===== config.mk =====
export PLATFORM = sky130hd
export DESIGN_NAME = chord_voice_scheduler
export DESIGN_NICKNAME = d
export VERILOG_FILES = /design/src/rtl/chord_sched_pkg.sv /design/src/rtl/chord_voice_alloc.sv /design/src/rtl/chord_voice_scheduler.sv
export SDC_FILE = /design/constraint.sdc
export NUM_CORES = 1
export LEC_CHECK = 0
export ABC_AREA = 1
export CELL_PAD_IN_SITES_DETAIL_PLACEMENT = 0
export CELL_PAD_IN_SITES_GLOBAL_PLACEMENT = 2
export CORE_MARGIN = 4
export CORE_UTILIZATION = 28
export DETAILED_ROUTE_END_ITERATION = 12
export HOLD_SLACK_MARGIN = 0.08
export PLACE_DENSITY_LB_ADDON = 0.1
export SETUP_SLACK_MARGIN = 0.15
export SLEW_MARGIN = 20
export SYNTH_ARGS = -nofsm -noshare
export SYNTH_HDL_FRONTEND = slang
export SYNTH_SLANG_ARGS = --single-unit

===== constraint.sdc =====
create_clock -name clk -period 2.3 [get_ports clk]
set_input_delay 0.46 -clock clk [delete_from_list [all_inputs] [get_ports clk]]
set_output_delay 0.46 -clock clk [all_outputs]
set_load 0.05 [all_outputs]

===== src/rtl/chord_sched_pkg.sv =====
// Shared types and default sizes for the chord voice scheduler.
// Holds the FSM state enum and the latched song-entry record.
package chord_sched_pkg;

  localparam int DEF_NUM_VOICES = 3;
  localparam int DEF_NOTE_W     = 6;
  localparam int DEF_DUR_W      = 6;

  typedef enum logic [2:0] {
    S_IDLE     = 3'd0,
    S_FETCH    = 3'd1,
    S_DISPATCH = 3'd2,
    S_STALL    = 3'd3,
    S_WAIT     = 3'd4,
    S_DRAIN    = 3'd5,
    S_DONE     = 3'd6
  } sched_state_e;

  typedef struct packed {
    logic                  is_wait;
    logic                  last;
    logic [DEF_NOTE_W-1:0] note;
    logic [DEF_DUR_W-1:0]  duration;
  } song_entry_t;

endpackage


===== src/rtl/chord_voice_alloc.sv =====
// Voice allocator: per-voice busy and age registers, lowest-free select and
// oldest-voice select (the latter is used for stealing when VOICE_STEAL_EN is set).
module chord_voice_alloc
  import chord_sched_pkg::*;
#(
  parameter int NUM_VOICES = DEF_NUM_VOICES
) (
  input  logic                  clk,
  input  logic                  reset,
  input  logic [NUM_VOICES-1:0] load,
  input  logic [NUM_VOICES-1:0] voice_done,
  output logic [NUM_VOICES-1:0] busy,
  output logic [NUM_VOICES-1:0] grant,
  output logic [NUM_VOICES-1:0] oldest,
  output logic                  any_free
);

  localparam int AGE_W = (NUM_VOICES > 1) ? $clog2(NUM_VOICES) : 1;
  localparam logic [AGE_W-1:0] AGE_MAX = AGE_W'(NUM_VOICES - 1);

  logic [NUM_VOICES-1:0] busy_q, busy_d;
  logic [AGE_W-1:0]      age_q [NUM_VOICES];
  logic [AGE_W-1:0]      age_d [NUM_VOICES];
  logic [NUM_VOICES-1:0] free_grant;
  logic [AGE_W-1:0]      best_age;
  logic                  found;

  // A load in the same cycle as that voice's done keeps it busy.
  always_comb begin
    busy_d = load | (busy_q & ~voice_done);
    for (int i = 0; i < NUM_VOICES; i++) begin
      age_d[i] = age_q[i];
      if (|load) begin
        if (load[i]) begin
          age_d[i] = '0;
        end else if (busy_q[i] && (age_q[i] != AGE_MAX)) begin
          age_d[i] = age_q[i] + 1'b1;
        end
      end
    end
  end

  always_comb begin
    free_grant = '0;
    found      = 1'b0;
    for (int i = 0; i < NUM_VOICES; i++) begin
      if (!busy_q[i] && !found) begin
        free_grant[i] = 1'b1;
        found         = 1'b1;
      end
    end
  end

  // Strict compare keeps the lowest index on equal ages.
  always_comb begin
    oldest    = '0;
    oldest[0] = 1'b1;
    best_age  = age_q[0];
    for (int i = 1; i < NUM_VOICES; i++) begin
      if (age_q[i] > best_age) begin
        oldest    = '0;
        oldest[i] = 1'b1;
        best_age  = age_q[i];
      end
    end
  end

  always_ff @(posedge clk or negedge reset) begin
    if (!reset) begin
      busy_q <= '0;
      for (int i = 0; i < NUM_VOICES; i++) age_q[i] <= '0;
    end else begin
      busy_q <= busy_d;
      for (int i = 0; i < NUM_VOICES; i++) age_q[i] <= age_d[i];
    end
  end

  assign busy     = busy_q;
  assign any_free = ~&busy_q;

`ifdef VOICE_STEAL_EN
  assign grant = any_free ? free_grant : oldest;
`else
  assign grant = free_grant;
`endif

endmodule


===== src/rtl/chord_voice_scheduler.sv =====
// Song-entry scheduler for harm_chord_player: allocates notes to chord voices,
// times wait entries in beats, flags song completion. Option: VOICE_STEAL_EN.
module chord_voice_scheduler
  import chord_sched_pkg::*;
#(
  parameter int NUM_VOICES = DEF_NUM_VOICES,
  parameter int NOTE_W     = DEF_NOTE_W,
  parameter int DUR_W      = DEF_DUR_W
) (
  input  logic                  clk,
  input  logic                  reset,
  input  logic                  play_enable,
  input  logic                  beat,
  input  logic                  entry_valid,
  output logic                  entry_ready,
  input  logic                  entry_is_wait,
  input  logic                  entry_last,
  input  logic [NOTE_W-1:0]     entry_note,
  input  logic [DUR_W-1:0]      entry_duration,
  output logic [NUM_VOICES-1:0] load_voice,
  output logic [NOTE_W-1:0]     note_out,
  output logic [DUR_W-1:0]      duration_out,
  input  logic [NUM_VOICES-1:0] voice_done,
  output logic [NUM_VOICES-1:0] voice_busy,
  output logic                  activate,
  output logic                  song_done,
  output logic [2:0]            state_dbg,
  output logic [NUM_VOICES-1:0] oldest_dbg
);

  sched_state_e          state_q, state_d;
  song_entry_t           entry_q, entry_d;
  logic [DUR_W-1:0]      wait_cnt_q, wait_cnt_d;
  logic                  song_done_q, song_done_d;
  logic                  activate_q, activate_d;
  logic [NUM_VOICES-1:0] grant;
  logic                  any_free;
  logic                  can_load;
  sched_state_e          after_entry;

  // Handshake: an entry moves on the rising edge where entry_valid & entry_ready;
  // entry_ready depends only on state and play_enable, never on entry_valid.
  assign entry_ready = (state_q == S_FETCH) && play_enable;

`ifdef VOICE_STEAL_EN
  assign can_load = 1'b1;
`else
  assign can_load = any_free;
`endif

  assign load_voice = ((state_q == S_DISPATCH) && play_enable && can_load) ? grant : '0;

  chord_voice_alloc #(.NUM_VOICES(NUM_VOICES)) u_alloc (
    .clk        (clk),
    .reset      (reset),
    .load       (load_voice),
    .voice_done (voice_done),
    .busy       (voice_busy),
    .grant      (grant),
    .oldest     (oldest_dbg),
    .any_free   (any_free)
  );

  always_comb begin
    state_d     = state_q;
    entry_d     = entry_q;
    wait_cnt_d  = wait_cnt_q;
    after_entry = entry_q.last ? S_DRAIN : S_FETCH;
    if (play_enable) begin
      case (state_q)
        S_IDLE: state_d = S_FETCH;
        S_FETCH: begin
          if (entry_valid) begin
            entry_d = '{is_wait: entry_is_wait, last: entry_last,
                        note: entry_note, duration: entry_duration};
            if (entry_duration == '0) begin
              state_d = entry_last ? S_DRAIN : S_FETCH;
            end else if (entry_is_wait) begin
              state_d    = S_WAIT;
              wait_cnt_d = entry_duration;
            end else begin
              state_d = S_DISPATCH;
            end
          end
        end
        S_DISPATCH: state_d = (|load_voice) ? after_entry : S_STALL;
        S_STALL:    if (any_free) state_d = S_DISPATCH;
        S_WAIT: begin
          if (beat) begin
            wait_cnt_d = wait_cnt_q - 1'b1;
            if (wait_cnt_q == DUR_W'(1)) state_d = after_entry;
          end
        end
        S_DRAIN:    if (voice_busy == '0) state_d = S_DONE;
        S_DONE:     state_d = S_DONE;
        default:    state_d = S_IDLE;
      endcase
    end
    song_done_d = song_done_q || (state_d == S_DONE);
    activate_d  = play_enable && (|voice_busy);
  end

  always_ff @(posedge clk or negedge reset) begin
    if (!reset) begin
      state_q     <= S_IDLE;
      entry_q     <= '0;
      wait_cnt_q  <= '0;
      song_done_q <= 1'b0;
      activate_q  <= 1'b0;
    end else begin
      state_q     <= state_d;
      entry_q     <= entry_d;
      wait_cnt_q  <= wait_cnt_d;
      song_done_q <= song_done_d;
      activate_q  <= activate_d;
    end
  end

  assign note_out     = entry_q.note;
  assign duration_out = entry_q.duration;
  assign song_done    = song_done_q;
  assign activate     = activate_q;
  assign state_dbg    = state_q;

endmodule

**After elaboration in Yosys (flattened, before gate mapping)**

Cells that the tools add are included.

- Flip-flop bits (word level): 33
- Output and inout port bits: 27

- $add $sub $neg: 4
- Multiplexer cells: 31
- Bitwise gates (word level): 3
- Magnitude comparators: 2
- Equality and inequality tests: 15
- Reduce and logical (&&, ||, !) cells: 29

Operators with widths:

| kind | number |
|---|---|
| $mux W3 | 13 |
| $mux W6 | 4 |
| $pmux W3 S7 | 1 |
| $mux W2 | 8 |
| $ne A2 B2 Y1 const B | 7 |
| $eq A3 B3 Y1 const B | 4 |
| $pmux W6 S2 | 1 |
| $logic_and A1 B1 Y1 | 9 |
| $reduce_bool A2 Y1 | 4 |
| $add A2 B1 Y2 const B | 3 |
| $eq A3 B2 Y1 const B | 2 |
| $eq A6 B1 Y1 const B | 1 |
| $logic_not A3 Y1 | 2 |
| $logic_not A6 Y1 | 1 |
| $reduce_and A2 Y1 | 3 |
| $reduce_and A3 Y1 | 2 |
| $reduce_and A6 Y1 | 1 |
| $reduce_or A3 Y1 | 2 |
| $sub A6 B1 Y6 const B | 1 |
| $gt A2 B2 Y1 | 2 |
| $logic_not A1 Y1 | 4 |
| $mux W1 | 4 |
| $and A3 B3 Y3 | 1 |
| $eq A3 B1 Y1 const B | 1 |
| other kinds (3) | 3 |

**Logic depth before layout (Yosys ltp)**

Gate-level depths: netlist (run 1).

- Word-level depth: 13
- Gate-level depth with buffers: 13
- Depth with buffers taken out: 13

**By module**

From an unflattened synthesis (run 1), not the netlist that was laid out.

- Cell total of the unflattened synthesis: 259
- Area, all modules: 2011.9 µm²

By module, submodules not included:

| module | sequential area each (µm²) | area an instance (µm²) | cells each | times used |
|---|---|---|---|---|
| chord_voice_scheduler | 600.6 | 1386.3 | 170 | 1 |
| chord_voice_alloc | 225.2 | 625.6 | 89 | 1 |

**Worst setup path after synthesis (run 1)**

OpenSTA, ideal clock, no wires.

- Kind: flip-flop to output port
- Start point: register u_alloc.age_q[3] in the netlist's numbering
- End point: output oldest_dbg[1]
- Cell stages (with the launch flop): 8
- Data required time: 1840 ps
- Slack: -884 ps
- Data arrival time: 2724 ps
- Path through: dfrtp_1 inv_1 ha_1 o22ai_1 o21ai_0 ha_1 a22oi_1 nor2_1

- Cells in the longest elaborated chain, start to end: 4
- Elaborated cells on any way between the ends: 5
- Classes of those cells: order compare: 2; mux: 3

Ends and longest elaborated chain:

| element | line | RTL |
|---|---|---|
| start, declared | chord_voice_alloc.sv:22 | `logic [AGE_W-1:0] age_q [NUM_VOICES];` |
| $gt A2 B2 Y1 | chord_voice_alloc.sv:60 | `if (age_q[i] > best_age) begin` |
| $mux W2 | chord_voice_alloc.sv:60 |  |
| $gt A2 B2 Y1 | chord_voice_alloc.sv:60 |  |
| $mux W3 (*) | chord_voice_alloc.sv:60 |  |
| end, declared | chord_voice_scheduler.sv:28 | `output logic [NUM_VOICES-1:0] oldest_dbg` |

Every way passes the cells marked *; elsewhere a longest branch is shown, timed or not.

**Worst setup path after layout (run 1)**

- Start point: register u_alloc.age_q[4] in the netlist's numbering
- End point: output oldest_dbg[0]

Same word-level chain as after synthesis.

==> summary.md, run 1 <==
| Metric | Value |
|---|---|
| Status | `finished, violations left` |
| Failing checks | `setup timing` |
| Register bit count reported by yosys | `33` |
| Placement row count | `30` |
| Required time reported for the critical path endpoint | `1840 ps` |
| Detail-routed via count per cell | `4.41` |
| Max-capacitance violation count | `0` |
| Clk slew on worst S/H paths | `80 ps` |
| Worst clock skew | `11.0 ps` |
| Commonest cells after routing, fill and taps aside | `sky130_fd_sc_hd__nand2_1 (49), sky130_fd_sc_hd__clkdlybuf4s50_1 (36), sky130_fd_sc_hd__inv_1 (35)` |
| Number of port buffers | `48` |
| Placer Congestion | `0.772` |
| Total standard cell area after synthesis | `0.00194 mm2` |
| Fmax | `387 MHz` |
| CTS tree | `built` |
| Routed length per instance | `13.2 um` |
| Cell at the root of the clock tree | `sky130_fd_sc_hd__clkbuf_8` |
| Worst min path class | `reg2reg` |
| Fraction of met2 tracks used by global routing | `21.2%` |
| Static power due to leakage | `1.42 nW` |
| Average instance area after synthesis | `7.93 um2` |
| Crit path max fanout | `3` |
| Antenna violations before repair | `0` |
| Num CTS Buffers | `5` |
| Buffer depth of the longest clock path | `2` |
| Cell types with the largest area share after synthesis | `sky130_fd_sc_hd__dfrtp_1 (42%), sky130_fd_sc_hd__nand2_1 (9.5%), sky130_fd_sc_hd__inv_1 (7.3%)` |
| Grt total ovfl | `0` |
| Final Hold Fails | `0` |
| Post-layout utilization of the core | `42.6%` |
| Fraction of final layout cells with drive strength greater than 1 | `20.0%` |
| Number of iterations in the first detailed-routing pass | `4` |
| Vias in the first global route | `1,803` |
| Data arrival time of the worst path | `2120 ps` |
| Number of buffer and inverter instances along the worst setup path | `4` |
| Cell Chain, Critical Path | `ha_1 -> inv_1 -> o22ai_2 -> nand2_1 -> o21ai_1 -> ha_1 -> a22oi_2 -> inv_1 -> nand2_1 -> inv_1 -> buf_6` |
| Global-route layer with the greatest usage | `met2` |
| Worst slack at placement | `-6.69 ps` |
| Final count of pins violating max slew | `0` |
| Total power per unit cell area | `1430 mW/mm2` |
| GRT Total Usage | `13.7%` |
| IO Pins | `49` |
| Met3 usage in global routing | `2.65%` |
| Max rail drop VDD | `1.53 mV` |
| Area occupied by registers | `826 um2` |
| Startpoint types | `flip-flop` |
| Largest net degree at the start of global routing | `34` |
| Slew @ Worst Pin | `522 ps` |
| Multi-input gate area | `973 um2` |
| Number of endpoints failing setup at the final stage | `3` |
| Final clock period utilization by the worst path | `112%` |
| Cell count after synthesis | `245` |
| Insertion delay to the later sink of the worst-skew pair | `290 ps` |
| Worst max-slew margin expressed relative to the limit | `65.1%` |
| Die W | `91.3 um` |
| Die Y | `91.3 um` |
| CP dominant cell by count | `sky130_fd_sc_hd__inv_1` |
| Area growth from synthesis to layout | `48.0%` |
| Number of sinks driven by the clock tree | `33` |
| Post-Route WL | `5.20 mm` |
| Vias | `1,742` |
| Met1 global-route usage | `19.1%` |
| Finished Cell Area | `0.00288 mm2` |
| Placeable Area | `0.00676 mm2` |
| H-Tree Depth | `2` |
| Placed standard-cell area | `0.00267 mm2` |
| Placed wire-length estimate after detailed placement | `3.86 mm` |
| Highest-delay cell along the critical path | `sky130_fd_sc_hd__dfrtp_1` |
| Initial core utilization | `28.8%` |
| Post-layout worst setup margin | `-282 ps` |
| DR iter-0 viols | `52` |
| Critical path class | `reg2out` |
| Fraction of the yosys area taken by sequential cells | `42.5%` |
| Filler cell count | `696` |
| Count of nets left with antenna violations after detail routing | `0` |
| Crit. End Element | `output pin` |
| Crit path largest cell delay | `390 ps` |
| Total of hold buffers inserted after clock tree synthesis | `0` |
| Total inserted antenna cells | `0` |
| Wire length of the first global-routing pass | `9.03 mm` |
| Cell taking the most area after synthesis | `sky130_fd_sc_hd__dfrtp_1` |
| Syn Nets | `277` |
| Cell family with the largest share of critical-path delay | `adder cells` |
| Number of synthesis warnings | `0` |
| Distinct cell type count after synthesis | `30` |
| Fraction of synthesized cell area taken by the top area cell type | `42.5%` |
| Final critical delay including setup and external delays | `2580 ps` |
| Leading cell type in the layout, fill and taps excluded | `sky130_fd_sc_hd__nand2_1` |
| # nets final | `346` |
| Post-route DRC | `0` |
| Unrepaired setup endpoints after global routing | `yes` |
| Die footprint | `0.00834 mm2` |
| Final worst hold slack | `483 ps` |
[cells in the mapped netlist (all sizes together)]
library cell  number
mux2               9
a22oi              1
o21ai             22
clkbuf             1
o22ai              1
dfrtp             33
inv               39
a31oi              1
nor3               3
nand2             50
ha                10
a21oi              9
nand3             16
nor2              37
nand4              3
o41ai              1
o2111ai            1
buf                5
or2                1
xor2               1
mux2i              1
[report_power, final]
group | switching (W) | internal [W] | total (W)
Combinational | 0.00144 | 0.000984 | 0.00242
Clock | 0.000254 | 0.000437 | 0.000691
Sequential | 0.000194 | 0.000807 | 0.00100
[worst paths after layout]
kind / startpoint / to / slack [ps] / depth (start not counted)
max in group asynchronous: reset / activate / 1390 / 2
worst max-delay path: u_alloc.age_q[4] / oldest_dbg[0] / -280 / 11
min in group asynchronous: reset / wait_cnt_q[0] / 580 / 2
worst min register to register: song_done / song_done / 480 / 2
worst max register to register: state_dbg[1] / wait_cnt_q[2] / 540 / 8
worst min-delay path: song_done / song_done / 480 / 2
[sequential cells by signal (all words and copies together), names as in the netlist]
signal / flops
activate: 1
duration_out: 6
entry_q: 1
note_out: 6
song_done: 1
state_dbg: 3
u_alloc.age_q: 6
u_alloc.busy: 3
wait_cnt_q: 6
[metrics by stage]
stage          setup TNS (ps)  total power, W  std cells
6_report                 -786         0.00411        395
3_5_place_dp            -6.69         0.00333        383
3_3_place_gp                0         0.00332        383
5_1_grt                 -1100         0.00444        395
4_1_cts                  -833         0.00408        393
2_1_floorplan            -783         0.00248        245
[what timing repair did]
action,in CTS,in global routing
buffers inserted,2,2
resized for setup,5,10
hold endpoints to repair,0,0
endpoints found under the setup margin,9,7
pin swaps,0,3
[layer usage]
layer,vias up,routed length [um]
li1,918,-
met3,6,215
met2,36,2340
met1,782,2570
met5,-,0
met4,0,74
[tightest hold or removal path, stage by stage (launching register included)]
cell	delay (ps)
sky130_fd_sc_hd__dfrtp_1	360
sky130_fd_sc_hd__inv_1	40
sky130_fd_sc_hd__nand2_1	50
[cells by family (layout without fill, tap and decap cells)]
group           after synthesis  count (layout)  share of synthesized area, %
compound gates               36              36                          9.92
xor+xnor                      1               1                         0.451
fa+ha+maj                    10              10                          6.44
buf+inv                      45             115                          9.66
flops                        33              33                          42.5
mux                          10              10                          5.73
simple gates                110             110                          25.3
[final cells by class]
class                   instances  share of cell area [%]
clock buffers                   5                    2.39
well taps                      80                    3.48
multi-input cells             167                    33.8
inverters                      39                    5.09
repair buffers                 68                    24.1
clock inverters                 3                    2.39
flip-flops and latches         33                    28.7
No activity file was read; power rests on OpenSTA's default activity.
==> run 2, diff against run 1 <==
ABC_CLOCK_PERIOD_IN_PS = 2300   (was default)
==> results of run 2 <==
Same layout as run 1: the final DEF is identical, and so are final timing and power.
